--- src/rtl/dpram_sclka_arb.sv ---
// Two-requester arbiter in front of a simple dual-port RAM (one write port, one registered read port).
// Write and read channels are arbitrated independently with round-robin pointers.
module dpram_sclka_arb #(
   parameter int AWIDTH = 5,
   parameter int DWIDTH = 32,
   parameter int DEPTH  = 32
) (
   input  logic              clk,
   input  logic              rst,
   input  logic              req0,
   input  logic              req1,
   input  logic              we0,
   input  logic              we1,
   input  logic [AWIDTH-1:0] addr0,
   input  logic [AWIDTH-1:0] addr1,
   input  logic [DWIDTH-1:0] wdata0,
   input  logic [DWIDTH-1:0] wdata1,
   output logic              gnt0,
   output logic              gnt1,
   output logic              rvalid0,
   output logic              rvalid1,
   output logic [DWIDTH-1:0] rdata,
   output logic              rstale,
   output logic              err,
   output logic              ram_we,
   output logic [AWIDTH-1:0] ram_waddr,
   output logic [DWIDTH-1:0] ram_wdata,
   output logic [AWIDTH-1:0] ram_raddr,
   input  logic [DWIDTH-1:0] ram_q
);

   function automatic logic in_range(input logic [AWIDTH-1:0] a);
      return (32'(a) < 32'(DEPTH));
   endfunction

   logic              wr_last_q, wr_last_d;
   logic              rd_last_q, rd_last_d;
   logic [AWIDTH-1:0] raddr_q, raddr_d;
   logic              rvalid0_q, rvalid0_d;
   logic              rvalid1_q, rvalid1_d;
   logic              rstale_q, rstale_d;
   logic              roor_q, roor_d;
   logic              err_q, err_d;

   logic              wreq0_s, wreq1_s, rreq0_s, rreq1_s;
   logic              wr_gnt_s, rd_gnt_s;
   logic              wr_sel_s, rd_sel_s;
   logic [AWIDTH-1:0] waddr_s, rsel_addr_s;
   logic [DWIDTH-1:0] wdata_s;
   logic              we_s;

   // Arbitration, RAM port drive and next-state for the registered read-return path
   always_comb begin
      wreq0_s     = req0 & we0;
      wreq1_s     = req1 & we1;
      rreq0_s     = req0 & ~we0;
      rreq1_s     = req1 & ~we1;

      // Pointer holds the last winner; on contention the other requester wins
      if (wreq0_s && wreq1_s) begin
         wr_sel_s = ~wr_last_q;
      end else begin
         wr_sel_s = wreq1_s;
      end
      if (rreq0_s && rreq1_s) begin
         rd_sel_s = ~rd_last_q;
      end else begin
         rd_sel_s = rreq1_s;
      end

      wr_gnt_s    = ~rst & (wreq0_s | wreq1_s);
      rd_gnt_s    = ~rst & (rreq0_s | rreq1_s);

      waddr_s     = wr_sel_s ? addr1  : addr0;
      wdata_s     = wr_sel_s ? wdata1 : wdata0;
      rsel_addr_s = rd_sel_s ? addr1  : addr0;
      we_s        = wr_gnt_s & in_range(waddr_s);

      wr_last_d   = wr_gnt_s ? wr_sel_s : wr_last_q;
      rd_last_d   = rd_gnt_s ? rd_sel_s : rd_last_q;
      raddr_d     = rd_gnt_s ? rsel_addr_s : raddr_q;

      rvalid0_d   = rd_gnt_s & ~rd_sel_s;
      rvalid1_d   = rd_gnt_s & rd_sel_s;
      roor_d      = rd_gnt_s & ~in_range(rsel_addr_s);
      // RAM returns pre-write data when both ports hit the same word
      rstale_d    = rd_gnt_s & we_s & (waddr_s == rsel_addr_s);
      err_d       = (wr_gnt_s & ~in_range(waddr_s)) | roor_d;
   end

   // Pointer and read-return state; pointers reset so requester 0 wins first
   always_ff @(posedge clk or posedge rst) begin
      if (rst) begin
         wr_last_q <= 1'b1;
         rd_last_q <= 1'b1;
         raddr_q   <= {AWIDTH{1'b0}};
         rvalid0_q <= 1'b0;
         rvalid1_q <= 1'b0;
         rstale_q  <= 1'b0;
         roor_q    <= 1'b0;
         err_q     <= 1'b0;
      end else begin
         wr_last_q <= wr_last_d;
         rd_last_q <= rd_last_d;
         raddr_q   <= raddr_d;
         rvalid0_q <= rvalid0_d;
         rvalid1_q <= rvalid1_d;
         rstale_q  <= rstale_d;
         roor_q    <= roor_d;
         err_q     <= err_d;
      end
   end

   assign gnt0      = (wr_gnt_s & ~wr_sel_s) | (rd_gnt_s & ~rd_sel_s);
   assign gnt1      = (wr_gnt_s & wr_sel_s)  | (rd_gnt_s & rd_sel_s);
   assign ram_we    = we_s;
   assign ram_waddr = waddr_s;
   assign ram_wdata = wdata_s;
   assign ram_raddr = raddr_d;
   assign rvalid0   = rvalid0_q;
   assign rvalid1   = rvalid1_q;
   assign rstale    = rstale_q;
   assign err       = err_q;
   assign rdata     = roor_q ? {DWIDTH{1'b0}} : ram_q;

endmodule

--- config.mk ---
export PLATFORM = sky130hd
export DESIGN_NAME = dpram_sclka_arb
export DESIGN_NICKNAME = d
export VERILOG_FILES = /design/src/rtl/dpram_sclka_arb.sv
export SDC_FILE = /design/constraint.sdc
export NUM_CORES = 1
export LEC_CHECK = 0
export ABC_CLOCK_PERIOD_IN_PS = 1800
export BUFFER_PORTS_ARGS = -buffer_cell sky130_fd_sc_hd__buf_2
export CORE_AREA = 2 2 75 77
export CTS_CLUSTER_DIAMETER = 100
export DETAILED_ROUTE_END_ITERATION = 6
export DIE_AREA = 0 0 77 79
export PLACE_DENSITY = 0.7
export SYNTH_ARGS = -nofsm -noshare
export SYNTH_HDL_FRONTEND = slang
export SYNTH_SLANG_ARGS = --single-unit
--- constraint.sdc ---
create_clock -name clk -period 1.8 [get_ports clk]
set_clock_uncertainty 0.1 [all_clocks]
set_input_delay 0.09 -clock clk [delete_from_list [all_inputs] [get_ports clk]]
set_output_delay 0.09 -clock clk [all_outputs]
set_load 0.02 [all_outputs]
# Word level (Yosys, flattened, before mapping)
# Index checks and enable logic that the tools add are counted.
# Widths: inputs -> output; s select.
# word_totals
regBits	10
latch_bits	0
ram_bits	0
mem_bits_ro	0
output_inout_bits	81
elab_cells	38
n_memories	0
# op_classes
add_sub_neg	0
mul	0
div	0
order_cmp	0
eq_ne	1
shift	0
n_mux	6
n_bitwise	23
n_reduce_logical	2
# ops
cell	n
$mux 32	1
$mux 5	3
$and 1x1->1	12
$not 1->1	7
$eq 5x5->1	1
$or 1x1->1	4
$logic_and 1x1->1	2
$mux 1	2

# Logic depth before layout (Yosys ltp)
# Gate-level depths: netlist of run 1.
# logic_depth
ltp_word	7
mapped_depth	5
depth_no_buf	4

# Worst setup path before layout of run 1
# OpenSTA, ideal clock, no wires.
# synth_path
kind	reg-to-reg
startpoint	register rd_last_q
endpoint	register raddr_q[0]
arrival_time_ns	1.303
setup_slack_ns	0.230
stages_incl_launch_ff	6
path_buffers	1
synth_period_minus_slack_ns	1.570
path_cell_list	dfstp_2 -> inv_1 -> o21bai_4 -> buf_8 -> mux2i_1 -> a21oi_1
# synth_via
elab_chain_cells	4
# synth_lines
element	line	text
start, declared	37	logic rd_last_q, rd_last_d;
start signal, assigned	104	rd_last_q <= rd_last_d;
$not 1->1	66	rd_sel_s = ~rd_last_q;
$mux 1	65	if (rreq0_s && rreq1_s) begin
$mux 5	76	rsel_addr_s = rd_sel_s ? addr1 : addr0;
$mux 5	81	raddr_d = rd_gnt_s ? rsel_addr_s : raddr_q;
via ram_raddr[0]	28	output logic [AWIDTH-1:0] ram_raddr,
end signal, assigned	96	raddr_q <= {AWIDTH{1'b0}};
end signal, assigned	105	raddr_q <= raddr_d;
end, declared	38	logic [AWIDTH-1:0] raddr_q, raddr_d;
# The timed path passes the listed nets, and every way through them passes these cells.
# A chain may end at the register's enable or synchronous reset.

# Worst setup path after layout of run 1
# layout_path
startpoint	register wr_last_q
endpoint	output ram_wdata[9]
# layout_via
elab_chain_cells	3
# layout_lines
element	line	text
start, declared	36	logic wr_last_q, wr_last_d;
start signal, assigned	103	wr_last_q <= wr_last_d;
$not 1->1	61	wr_sel_s = ~wr_last_q;
$mux 1	60	if (wreq0_s && wreq1_s) begin
$mux 32	75	wdata_s = wr_sel_s ? wdata1 : wdata0;
end, declared	27	output logic [DWIDTH-1:0] ram_wdata,
# No other way between the ends.

==> Flow_metrics.wiki, run 1 <==
{| class="wikitable"
! Metric !! Value
|-
| Outcome || complete, but fails checks
|-
| Failing checks || negative setup slack
|-
| Synth Warn # || 0
|-
| Share of synthesized registers carrying an async set or reset || 1.00
|-
| Die extent in x || 77 um
|-
| Max H-tree Level || 1
|-
| Met2 wire len || about 2300 um
|-
| Launch point of the critical path || wr_last_q
|-
| Total count of max-transition violations in the final report || 0
|-
| Critical path endpoint category || output pin
|-
| Max VDD drop || between 0.5 and 0.6 mV
|-
| Share of synthesized area occupied by flip-flops and latches || 0.176
|-
| DIE AREA || between 0.006 and 0.007 sq mm
|-
| Final Core Density || 0.434
|-
| Crit path capture || ram_wdata[9]
|-
| Synthesized net count || between 200 and 250
|-
| Starting DRC count in detailed routing || 15
|-
| Number of rows in the core area || 27
|-
| Final global-route overflow total || 0
|-
| Via count of the first global-routing pass || 1,177
|-
| Kind of critical path || reg -> out
|-
| R2R cell count || 6
|-
| Pin count of the biggest net entering global routing || 22
|-
| Post-route standard cell area excluding fillers || 0.00231 sq mm
|-
| Endpoint of the lowest-slack register-to-register path || raddr_q[0]
|-
| First-pass detailed-route iteration total || 4
|-
| TritonCTS clock tree || built
|-
| Highest signal layer in the routed design || met4
|-
| Final hold viol count || 0
|-
| CORE AREA || between 0.005 and 0.006 sq mm
|-
| Final Worst Setup Slack || -62.4 ps
|-
| Multi-input gate area in the final layout || slightly below 900 sq um
|-
| Clock-pin slew of the registers on the worst-case setup and hold paths || around 50 ps
|-
| Layout cells sized above 1 || 0.826
|-
| Count of input and output buffers || 127
|-
| R2R Setup Slk || around 280 ps
|-
| Number of unique standard cell types used by synthesis || 28
|-
| Deepest clock path buffer count || 2
|-
| Antenna violations before repair || 0
|-
| Overall power || around 0.0013 W
|-
| Yosys reg bits || 10
|-
| Primary FF master, synth || sky130_fd_sc_hd__dfrtp_1
|-
| CTS Buf Count || 3
|-
| Final Cycle Share || 1.03
|-
| Count of placed standard cells including taps || between 200 and 300
|-
| Final Wtd Congestion || 0.708
|-
| Total routed wirelength || roughly 4500 um
|-
| CP Max Fanout || 10
|-
| Post-synth EDFFs || 0
|-
| Clk sinks || 10
|-
| Mean Syn Cell Area || roughly 11 sq um
|-
| Top library cells by usage in the layout, fill and taps aside || sky130_fd_sc_hd__buf_2 (97), sky130_fd_sc_hd__mux2_4 (37), sky130_fd_sc_hd__buf_6 (32)
|-
| Instance count of the mapped netlist || 130
|-
| Total cell area at the placement stage || about 0.0019 sq mm
|-
| Flip-flop and latch area || 253 sq um
|-
| Global-route wire length before repair || 5580 um
|-
| Vias post-DR || ~1,400
|-
| Worst slack after detailed placement || slightly below 50 ps
|-
| Filler instances || roughly 510
|-
| DRC || 0
|-
| Arrival time reported for the critical path endpoint || between 1500 and 2000 ps
|-
| Min Tclk post-route || 1860 ps
|-
| Length of routed wiring on met1 || 1700 um
|-
| Most frequent standard cell in the layout excluding fill and tap cells || sky130_fd_sc_hd__buf_2
|-
| Cell depth of the worst min-delay path || 3
|-
| Power density relative to cell area || 554 mW/mm^2
|-
| Clock insertion delay at the later pin of the skew report || between 200 and 250 ps
|-
| ANT cells || 0
|-
| Wirelength per Cell || approximately 14 um
|-
| Required time worst endpoint || around 1600 ps
|-
| Half-perimeter wire length after detailed placement || between 3000 and 4000 um
|-
| Number of nets with antenna violations after detailed routing || 0
|-
| Met3 wirelength from detailed routing || 436 um
|-
| Non-Filler Instances || 308
|-
| Detailed-route vias per instance || 4.38
|-
| Vert. Die Dim || about 79 um
|-
| Leakage Power || roughly 1.3 nW
|-
| Effective utilization at floorplan || 0.269
|-
| Kind of start point of the critical path || flip-flop
|-
| Unrepaired setup endpoints after global routing || true
|-
| I/O pins || roughly 190
|-
| Mapped Area || 0.00143 sq mm
|-
| Worst reg2reg startpoint || rd_last_q
|-
| Number of endpoints failing setup at the final stage || 37
|-
| Path category of the worst min-delay check || in -> reg
|-
| Highest attainable clock frequency || between 500 and 600 MHz
|-
| Post-layout nets || roughly 350
|-
| Synth-to-layout area growth || 61.4%
|-
| Clock Root Buffer || sky130_fd_sc_hd__clkbuf_8
|-
| GR Util All Layers || 0.112
|-
| Maximum Capacitance Violations || 0
|}
routing by layer:
layer  up-vias  track usage
met1       621        0.140
met3         8       0.0330
met2        91        0.184
met4         0       0.0411
li1        630            -
met5         -            0
power by group:
group,switching [W],total (W),internal [W]
combinational,0.000332,0.000722,0.000390
clock,0.0000995,0.000293,0.000193
sequential,0.00000890,0.000268,0.000260
cell usage after synthesis (2+ instances only):
cell type,number,area [sq um]
sky130_fd_sc_hd__inv_1,2,7.51
sky130_fd_sc_hd__dfrtp_1,8,200
sky130_fd_sc_hd__nor2_1,7,26.3
sky130_fd_sc_hd__buf_6,4,45.0
sky130_fd_sc_hd__mux2_4,37,556
sky130_fd_sc_hd__dfstp_2,2,52.6
sky130_fd_sc_hd__xor2_1,3,26.3
sky130_fd_sc_hd__xnor2_1,3,26.3
sky130_fd_sc_hd__o21ai_0,2,10.0
sky130_fd_sc_hd__buf_4,34,255
sky130_fd_sc_hd__a21oi_1,7,35.0
sky130_fd_sc_hd__mux2i_1,5,50.1
per-stage QoR:
step                setup TNS (ps)  hold slack (ps)
floorplan                        0             30.1
global placement                 0             69.6
detailed placement               0             69.6
CTS                          -3430             30.6
global route                 -3440             45.4
finish                       -1390             36.7
flip-flops by register name, indices dropped and copies added (netlist names):
signal     flops
raddr_q        5
rvalid0        1
wr_last_q      1
rstale         1
rd_last_q      1
rvalid1        1
area by class of cell:
class / instances / share of cell area
Inverter: 2 / 0.00324
Multi-Input combinational cell: 78 / 0.379
Timing Repair Buffer: 142 / 0.445
Sequential cell: 10 / 0.109
Clock buffer: 4 / 0.0238
Tap cell: 72 / 0.0389
critical path, stage by stage, from the launching register on:
cell	delay, ps
sky130_fd_sc_hd__dfstp_2	530
sky130_fd_sc_hd__nand3_2	70
sky130_fd_sc_hd__nand3_4	170
sky130_fd_sc_hd__buf_16	190
sky130_fd_sc_hd__mux2_4	310
sky130_fd_sc_hd__buf_2	160
kinds of logic (layout without fill, tap and decap cells):
logic type,after synthesis,in the layout,share of synthesized area
multiplexers,42,42,0.422
flip-flops,10,10,0.176
other,1,1,0.00262
buffers and inverters,42,148,0.228
AO/OA/AOI/OAI,14,14,0.0707
AND/OR/NAND/NOR,15,15,0.0637
XOR/XNOR,6,6,0.0367
how the worst min path moves through the flow:
stage                            end  from
after CTS                     rstale  req1
after detailed placement     rvalid0   rst
after global routing          rstale  req0
final                         rstale  req0
after floorplan           raddr_q[0]   rst
after global placement        rstale   rst
what timing repair did:
item	CTS	global route
gates resized for setup	2	66
hold buffers	1	0
cloned	1	4
pin swaps	1	5
setup buffers	3	3
setup endpoints to repair	42	42
hold endpoints to repair	8	0
Power figures use the tool's default switching activity.
==> inputs of run 2 (changes only) <==
==> constraint.sdc (replaced) <==
create_clock -name clk -period 1.8 [get_ports clk]
set_clock_uncertainty 0.1 [all_clocks]
set_input_delay 0.18 -clock clk [delete_from_list [all_inputs] [get_ports clk]]
set_output_delay 0.18 -clock clk [all_outputs]
set_load 0.02 [all_outputs]
==> run 2 against run 1 <==
Compared with the run above:
- the flow still finishes with violations (negative setup slack)
- utilization up 1.4 points
- largest cell class unchanged
- wire length down 0.88%
- total power up 2.7%
- fmax down 4.6%
- critical path depth up 1
==> Flow_metrics.wiki, run 2 (synthesis gave the netlist of run 1 again) <==
{| class="wikitable"
! Metric !! Value
|-
| Hold Crit Endpoint || rstale
|-
| Synth-to-layout area growth || 66.8%
|-
| Worst reg2reg startpoint || rd_last_q
|-
| Met3 track demand over resource || 0.0341 (+0.00114)
|-
| Max H-tree Level || 1 (unchanged)
|-
| Post-layout nets || 350 (+0.29%)
|-
| Max VDD drop || 0.363 mV (-28%)
|-
| Total count of max-transition violations in the final report || 0 (unchanged)
|-
| Half-perimeter wire length after detailed placement || 3110 um (+1.8%)
|-
| Die extent in x || 77 um (unchanged)
|-
| Cell depth of the worst min-delay path || 2 (-1)
|-
| Effective utilization at floorplan || 0.269 (unchanged)
|-
| Total cell area at the placement stage || 0.00188 sq mm (+0.40%)
|-
| Most frequent standard cell in the layout excluding fill and tap cells || sky130_fd_sc_hd__buf_2
|-
| Clk sinks || 10 (unchanged)
|-
| Deepest clock path buffer count || 2 (unchanged)
|-
| Biggest register || raddr_q
|-
| Met2 track demand over resource in global routing || 0.252 (+0.0675)
|-
| Final Wtd Congestion || 0.691 (-2.3%)
|-
| Clock insertion delay at the later pin of the skew report || 230 ps (about the same)
|-
| Vert. Die Dim || 79 um (unchanged)
|-
| CTS Buf Count || 3 (unchanged)
|-
| Clock-pin slew of the registers on the worst-case setup and hold paths || 50 ps (about the same)
|-
| Highest attainable clock frequency || 512 MHz (-4.6%)
|-
| Count of input and output buffers || 127 (unchanged)
|-
| Path category of the worst min-delay check || in -> reg
|-
| Final Worst Setup Slack || -152 ps (-89.6 ps)
|-
| DRC || 0 (unchanged)
|-
| Failing checks || negative setup slack
|-
| Final global-route overflow total || 0 (unchanged)
|-
| Routing usage on met1 || 0.164 (+0.0236)
|-
| Vias post-DR || 1,332 (-1.3%)
|-
| I/O pins || 193 (unchanged)
|-
| Layer carrying the most global-route usage || met2
|-
| Outcome || complete, but fails checks
|-
| Starting DRC count in detailed routing || 14 (-1)
|-
| Required time worst endpoint || 1520 ps (-90 ps)
|-
| Arrival time reported for the critical path endpoint || 1670 ps (about the same)
|-
| Global-route wire length before repair || 6870 um (+23%)
|-
| Total routed wirelength || 4410 um (-0.88%)
|-
| Layout cells sized above 1 || 0.835 (+0.00917)
|-
| Via count of the first global-routing pass || 1,421 (+21%)
|-
| Unrepaired setup endpoints after global routing || true
|-
| Wirelength per Cell || 14.3 um (-1.2%)
|-
| Count of placed standard cells including taps || 293 (+0.34%)
|-
| Pin count of the biggest net entering global routing || 11 (-50%)
|-
| First-pass detailed-route iteration total || 4 (unchanged)
|-
| Clock Root Buffer || sky130_fd_sc_hd__clkbuf_8
|-
| Kind of start point of the critical path || flip-flop
|-
| Power density relative to cell area || 551 mW/mm^2 (-0.58%)
|-
| GR Util All Layers || 0.140 (+0.0279)
|-
| Worst hold start || rst
|-
| Filler instances || 495 (-2.6%)
|-
| Kind of critical path || reg -> out
|-
| Maximum Capacitance Violations || 0 (unchanged)
|-
| Final Core Density || 0.448 (+0.0143)
|-
| Leakage Power || 1.31 nW (+0.84%)
|-
| R2R Setup Slk || 270 ps (about the same)
|-
| R2R cell count || 6 (unchanged)
|-
| ANT cells || 0 (unchanged)
|-
| CORE AREA || 0.00534 sq mm (unchanged)
|-
| Worst slack after detailed placement || 69.0 ps (+20.7 ps)
|-
| Final Cycle Share || 1.08 (+0.0498)
|-
| TritonCTS clock tree || built
|-
| Post-route standard cell area excluding fillers || 0.00239 sq mm (+3.3%)
|-
| Antenna violations before repair || 0 (unchanged)
|-
| Top library cells by usage in the layout, fill and taps aside || sky130_fd_sc_hd__buf_2 (84), sky130_fd_sc_hd__buf_6 (46), sky130_fd_sc_hd__mux2_4 (37)
|-
| Endpoint of the lowest-slack register-to-register path || raddr_q[4]
|-
| Min Tclk post-route || 1950 ps (+89.6 ps)
|-
| Number of flip-flops in the largest register || 5 (unchanged)
|-
| Number of rows in the core area || 27 (unchanged)
|-
| Number of endpoints failing setup at the final stage || 40 (+8.1%)
|-
| DIE AREA || 0.00608 sq mm (unchanged)
|-
| Non-Filler Instances || 309 (+0.32%)
|-
| Critical path endpoint category || output pin
|-
| Overall power || 0.00132 W (+2.7%)
|-
| CP Max Fanout || 8 (-2)
|-
| Detailed-route vias per instance || 4.31 (-1.7%)
|-
| Number of nets with antenna violations after detailed routing || 0 (unchanged)
|-
| Final hold viol count || 0 (unchanged)
|}
==> run 2: area by class of cell <==
type,count,area [sq um],share of cell area
Timing Repair Buffer,143,1090,0.456
Sequential cell,10,253,0.106
Multi-Input combinational cell,78,895,0.374
Inverter,2,7.51,0.00314
Clock buffer,4,55.1,0.0230
Tap cell,72,90.1,0.0377
==> run 2: worst max path at each step <==
stage	slack, ps	end	startpoint	depth (start not counted)
2_1_floorplan	220	ram_raddr[0]	rd_last_q	5
3_3_place_gp	90	ram_wdata[19]	wr_last_q	5
3_5_place_dp	70	ram_wdata[13]	wr_last_q	5
4_1_cts	-150	ram_wdata[13]	wr_last_q	6
5_1_grt	-220	ram_wdata[11]	wr_last_q	6
6_report	-150	ram_wdata[11]	wr_last_q	6
==> run 2: timing repair <==
item	in CTS	in global routing
endpoints found under the hold margin	8	0
setup buffers	8	3
pin swaps	5	3
setup endpoints to repair	43	44
hold buffers	1	0
resized for setup	93	11
cloned	3	0
==> run 2: metal layers <==
metal  vias up  wire length (um)
met5         -                 0
met4         0                38
met3         6               402
met2        88              2240
met1       609              1730
li1        629                 -
==> run 2: power by group <==
group          switching, W  total, W  internal [W]
Clock             0.0000896  0.000282      0.000192
Combinational      0.000342  0.000766      0.000424
Sequential        0.0000101  0.000270      0.000260
Total              0.000442   0.00132      0.000876
==> run 2: stage by stage <==
step           setup TNS (ps)  hold WS [ps]
2_1_floorplan               0           120
4_1_cts                 -5240           113
3_5_place_dp                0           164
5_1_grt                 -6870           138
6_report                -3970           126
3_3_place_gp                0           177
==> run 2: critical path, stage by stage, from the launching register on <==
cell	delay (ps)
sky130_fd_sc_hd__dfstp_2	530
sky130_fd_sc_hd__nand3_2	90
sky130_fd_sc_hd__nand3_4	110
sky130_fd_sc_hd__buf_12	130
sky130_fd_sc_hd__buf_16	130
sky130_fd_sc_hd__mux2_4	310
sky130_fd_sc_hd__buf_6	130
==> inputs of run 3 (changes only) <==
Settings changed: PLACE_DENSITY 0.7 to 0.84.
==> run 3 against run 2 <==
Compared with the run above:
- the flow still finishes with violations (negative setup slack)
- clock power up 4%
- non-clock buffer count grew 1
- combinational power rose by 2.6%
- critical path depth unchanged
- hold slack lost 1.4 ps
- fmax shrank 1.1%
- total power is 2.3% higher
- first-iteration DRC count is 43% higher
- largest cell class unchanged
- sequential share of layout area decreased by 0.25 points
- wire length up 8.3%
==> Flow_metrics.wiki, run 3 (synthesis gave the netlist of run 1 again) <==
{| class="wikitable"
! Metric !! Value
|-
| Global-route wire length before repair || 6960 um (+1.3%)
|-
| Required time worst endpoint || 1520 ps (about the same)
|-
| Post-layout nets || 351 (+0.29%)
|-
| TritonCTS clock tree || built
|-
| Final Core Density || 0.459 (+0.0108)
|-
| Final Wtd Congestion || 0.697 (+0.88%)
|-
| Half-perimeter wire length after detailed placement || 3450 um (+11%)
|-
| Count of input and output buffers || 127 (unchanged)
|-
| I/O pins || 193 (unchanged)
|-
| Antenna violations before repair || 0 (unchanged)
|-
| Clock insertion delay at the later pin of the skew report || 240 ps (about the same)
|-
| Power density relative to cell area || 551 mW/mm^2 (-0.12%)
|-
| Pin count of the biggest net entering global routing || 13 (+2)
|-
| Starting DRC count in detailed routing || 20 (+6)
|-
| Unrepaired setup endpoints after global routing || true
|-
| Post-route standard cell area excluding fillers || 0.00245 sq mm (+2.4%)
|-
| Top library cells by usage in the layout, fill and taps aside || sky130_fd_sc_hd__buf_2 (84), sky130_fd_sc_hd__buf_6 (42), sky130_fd_sc_hd__mux2_4 (37)
|-
| GR Util All Layers || 0.144 (+0.00360)
|-
| DRC || 0 (unchanged)
|-
| Detailed-route vias per instance || 4.34 (+0.65%)
|-
| Most frequent cell on the critical path || sky130_fd_sc_hd__buf_6
|-
| Die extent in x || 77 um (unchanged)
|-
| Biggest register || raddr_q
|-
| CP top delay family || flip-flops
|-
| Final Worst Setup Slack || -175 ps (-22.6 ps)
|-
| Layer carrying the most global-route usage || met2
|-
| Critical path, cell by cell || nand3_2 > nand3_4 > buf_6 > buf_12 > mux2_4 > buf_6
|-
| Vias post-DR || 1,345 (+0.98%)
|-
| Clk sinks || 10 (unchanged)
|-
| Hold Crit Endpoint || rstale
|-
| Effective utilization at floorplan || 0.269 (unchanged)
|-
| Max VDD drop || 0.397 mV (+9.6%)
|-
| Vert. Die Dim || 79 um (unchanged)
|-
| DIE AREA || 0.00608 sq mm (unchanged)
|-
| Worst slack after detailed placement || 50.2 ps (-18.8 ps)
|-
| Critical path endpoint category || output pin
|-
| Number of nets with antenna violations after detailed routing || 0 (unchanged)
|-
| Number of rows in the core area || 27 (unchanged)
|-
| First-pass detailed-route iteration total || 4 (unchanged)
|-
| Worst hold start || req0
|-
| Outcome || complete, but fails checks
|-
| Clock Root Buffer || sky130_fd_sc_hd__clkbuf_8
|-
| Final hold viol count || 0 (unchanged)
|-
| R2R cell count || 8 (+2)
|-
| Worst reg2reg startpoint || wr_last_q
|-
| CORE AREA || 0.00534 sq mm (unchanged)
|-
| Number of endpoints failing setup at the final stage || 41 (+2.5%)
|-
| Crit path largest cell delay || 530 ps (about the same)
|-
| Min Tclk post-route || 1970 ps (+22.6 ps)
|-
| Kind of start point of the critical path || flip-flop
|-
| Final global-route overflow total || 0 (unchanged)
|-
| Max H-tree Level || 1 (unchanged)
|-
| Highest attainable clock frequency || 506 MHz (-1.1%)
|-
| Kind of critical path || reg -> out
|-
| Failing checks || negative setup slack
|-
| Most frequent standard cell in the layout excluding fill and tap cells || sky130_fd_sc_hd__buf_2
|-
| Synth-to-layout area growth || 70.8%
|-
| Total routed wirelength || 4780 um (+8.3%)
|-
| Slowest stage cell, crit path || sky130_fd_sc_hd__dfstp_2
|-
| Met3 track demand over resource || 0.0250 (-0.00909)
|-
| Total count of max-transition violations in the final report || 0 (unchanged)
|-
| Clock-pin slew of the registers on the worst-case setup and hold paths || 50 ps (about the same)
|-
| Overall power || 0.00135 W (+2.3%)
|-
| Number of flip-flops in the largest register || 5 (unchanged)
|-
| Routing usage on met1 || 0.168 (+0.00405)
|-
| Final Cycle Share || 1.10 (+0.0126)
|-
| Met2 track demand over resource in global routing || 0.262 (+0.0105)
|-
| Final hold slack || 125 ps (-1.38 ps)
|-
| Wirelength per Cell || 15.4 um (+8.0%)
|-
| Arrival time reported for the critical path endpoint || 1690 ps (+20 ps)
|-
| Via count of the first global-routing pass || 1,386 (-2.5%)
|-
| Path category of the worst min-delay check || in -> reg
|-
| Layout cells sized above 1 || 0.836 (about the same)
|-
| CTS Buf Count || 3 (unchanged)
|-
| Deepest clock path buffer count || 2 (unchanged)
|-
| ANT cells || 0 (unchanged)
|-
| Worst path buffer plus inverter count || 3 (unchanged)
|-
| Cell depth of the worst min-delay path || 3 (+1)
|-
| Leakage Power || 1.34 nW (+2.0%)
|-
| R2R Setup Slk || 100 ps (-170 ps)
|-
| Maximum Capacitance Violations || 0 (unchanged)
|-
| CP Max Fanout || 8 (unchanged)
|-
| Endpoint of the lowest-slack register-to-register path || rstale
|-
| Total cell area at the placement stage || 0.00189 sq mm (+0.40%)
|}
run 3: worst register-to-register path, delay by kind of cell (launching register included):
kind | cells | cell delay, ps
AND/OR/NAND/NOR | 3 | 440
buffers and inverters | 4 | 490
AO/OA/AOI/OAI | 1 | 60
flip-flops | 1 | 530
run 3: metal layers:
| metal | part of all wire | routed length, um |
|---|---|---|
| met3 | 0.072 | 344 |
| met5 | 0 | 0 |
| met1 | 0.38 | 1830 |
| met4 | 0.019 | 93 |
| met2 | 0.52 | 2510 |
run 3: what timing repair did:
action,4_1_cts,5_1_grt
pin swaps,5,2
hold buffers,1,0
buffers inserted,9,0
resized for setup,95,8
hold endpoints to repair,8,0
setup endpoints to repair,44,44
gates cloned,3,0
run 3: cell type report:
class                   count  area, sq um
fillers                   487         2890
repair buffers            144         1140
multi-input cells          78          902
flip-flops and latches     10          253
well taps                  72         90.1
clock buffers               4         55.1
inverters                   2         7.51
run 3: stage by stage:
step	TNS, ps	cells
after floorplan	0	130
after global placement	0	294
after detailed placement	0	294
after CTS	-5410	311
after global routing	-7030	310
final	-4230	310
run 3: worst max path at each step:
| stage | slack, ps | to | startpoint | depth (start not counted) |
|---|---|---|---|---|
| 2_1_floorplan | 220 | ram_raddr[0] | rd_last_q | 5 |
| 3_3_place_gp | 70 | ram_waddr[0] | wr_last_q | 5 |
| 3_5_place_dp | 50 | ram_waddr[0] | wr_last_q | 5 |
| 4_1_cts | -190 | ram_waddr[0] | wr_last_q | 6 |
| 5_1_grt | -240 | ram_waddr[0] | wr_last_q | 6 |
| 6_report | -170 | ram_waddr[0] | wr_last_q | 6 |
run 3: power breakdown:
group / leakage (nW) / switching [W] / total [W] / internal, W
clock network: 0.0288 / 0.000100 / 0.000293 / 0.000193
logic: 1.20 / 0.000351 / 0.000786 / 0.000436
registers: 0.116 / 0.00000893 / 0.000269 / 0.000260
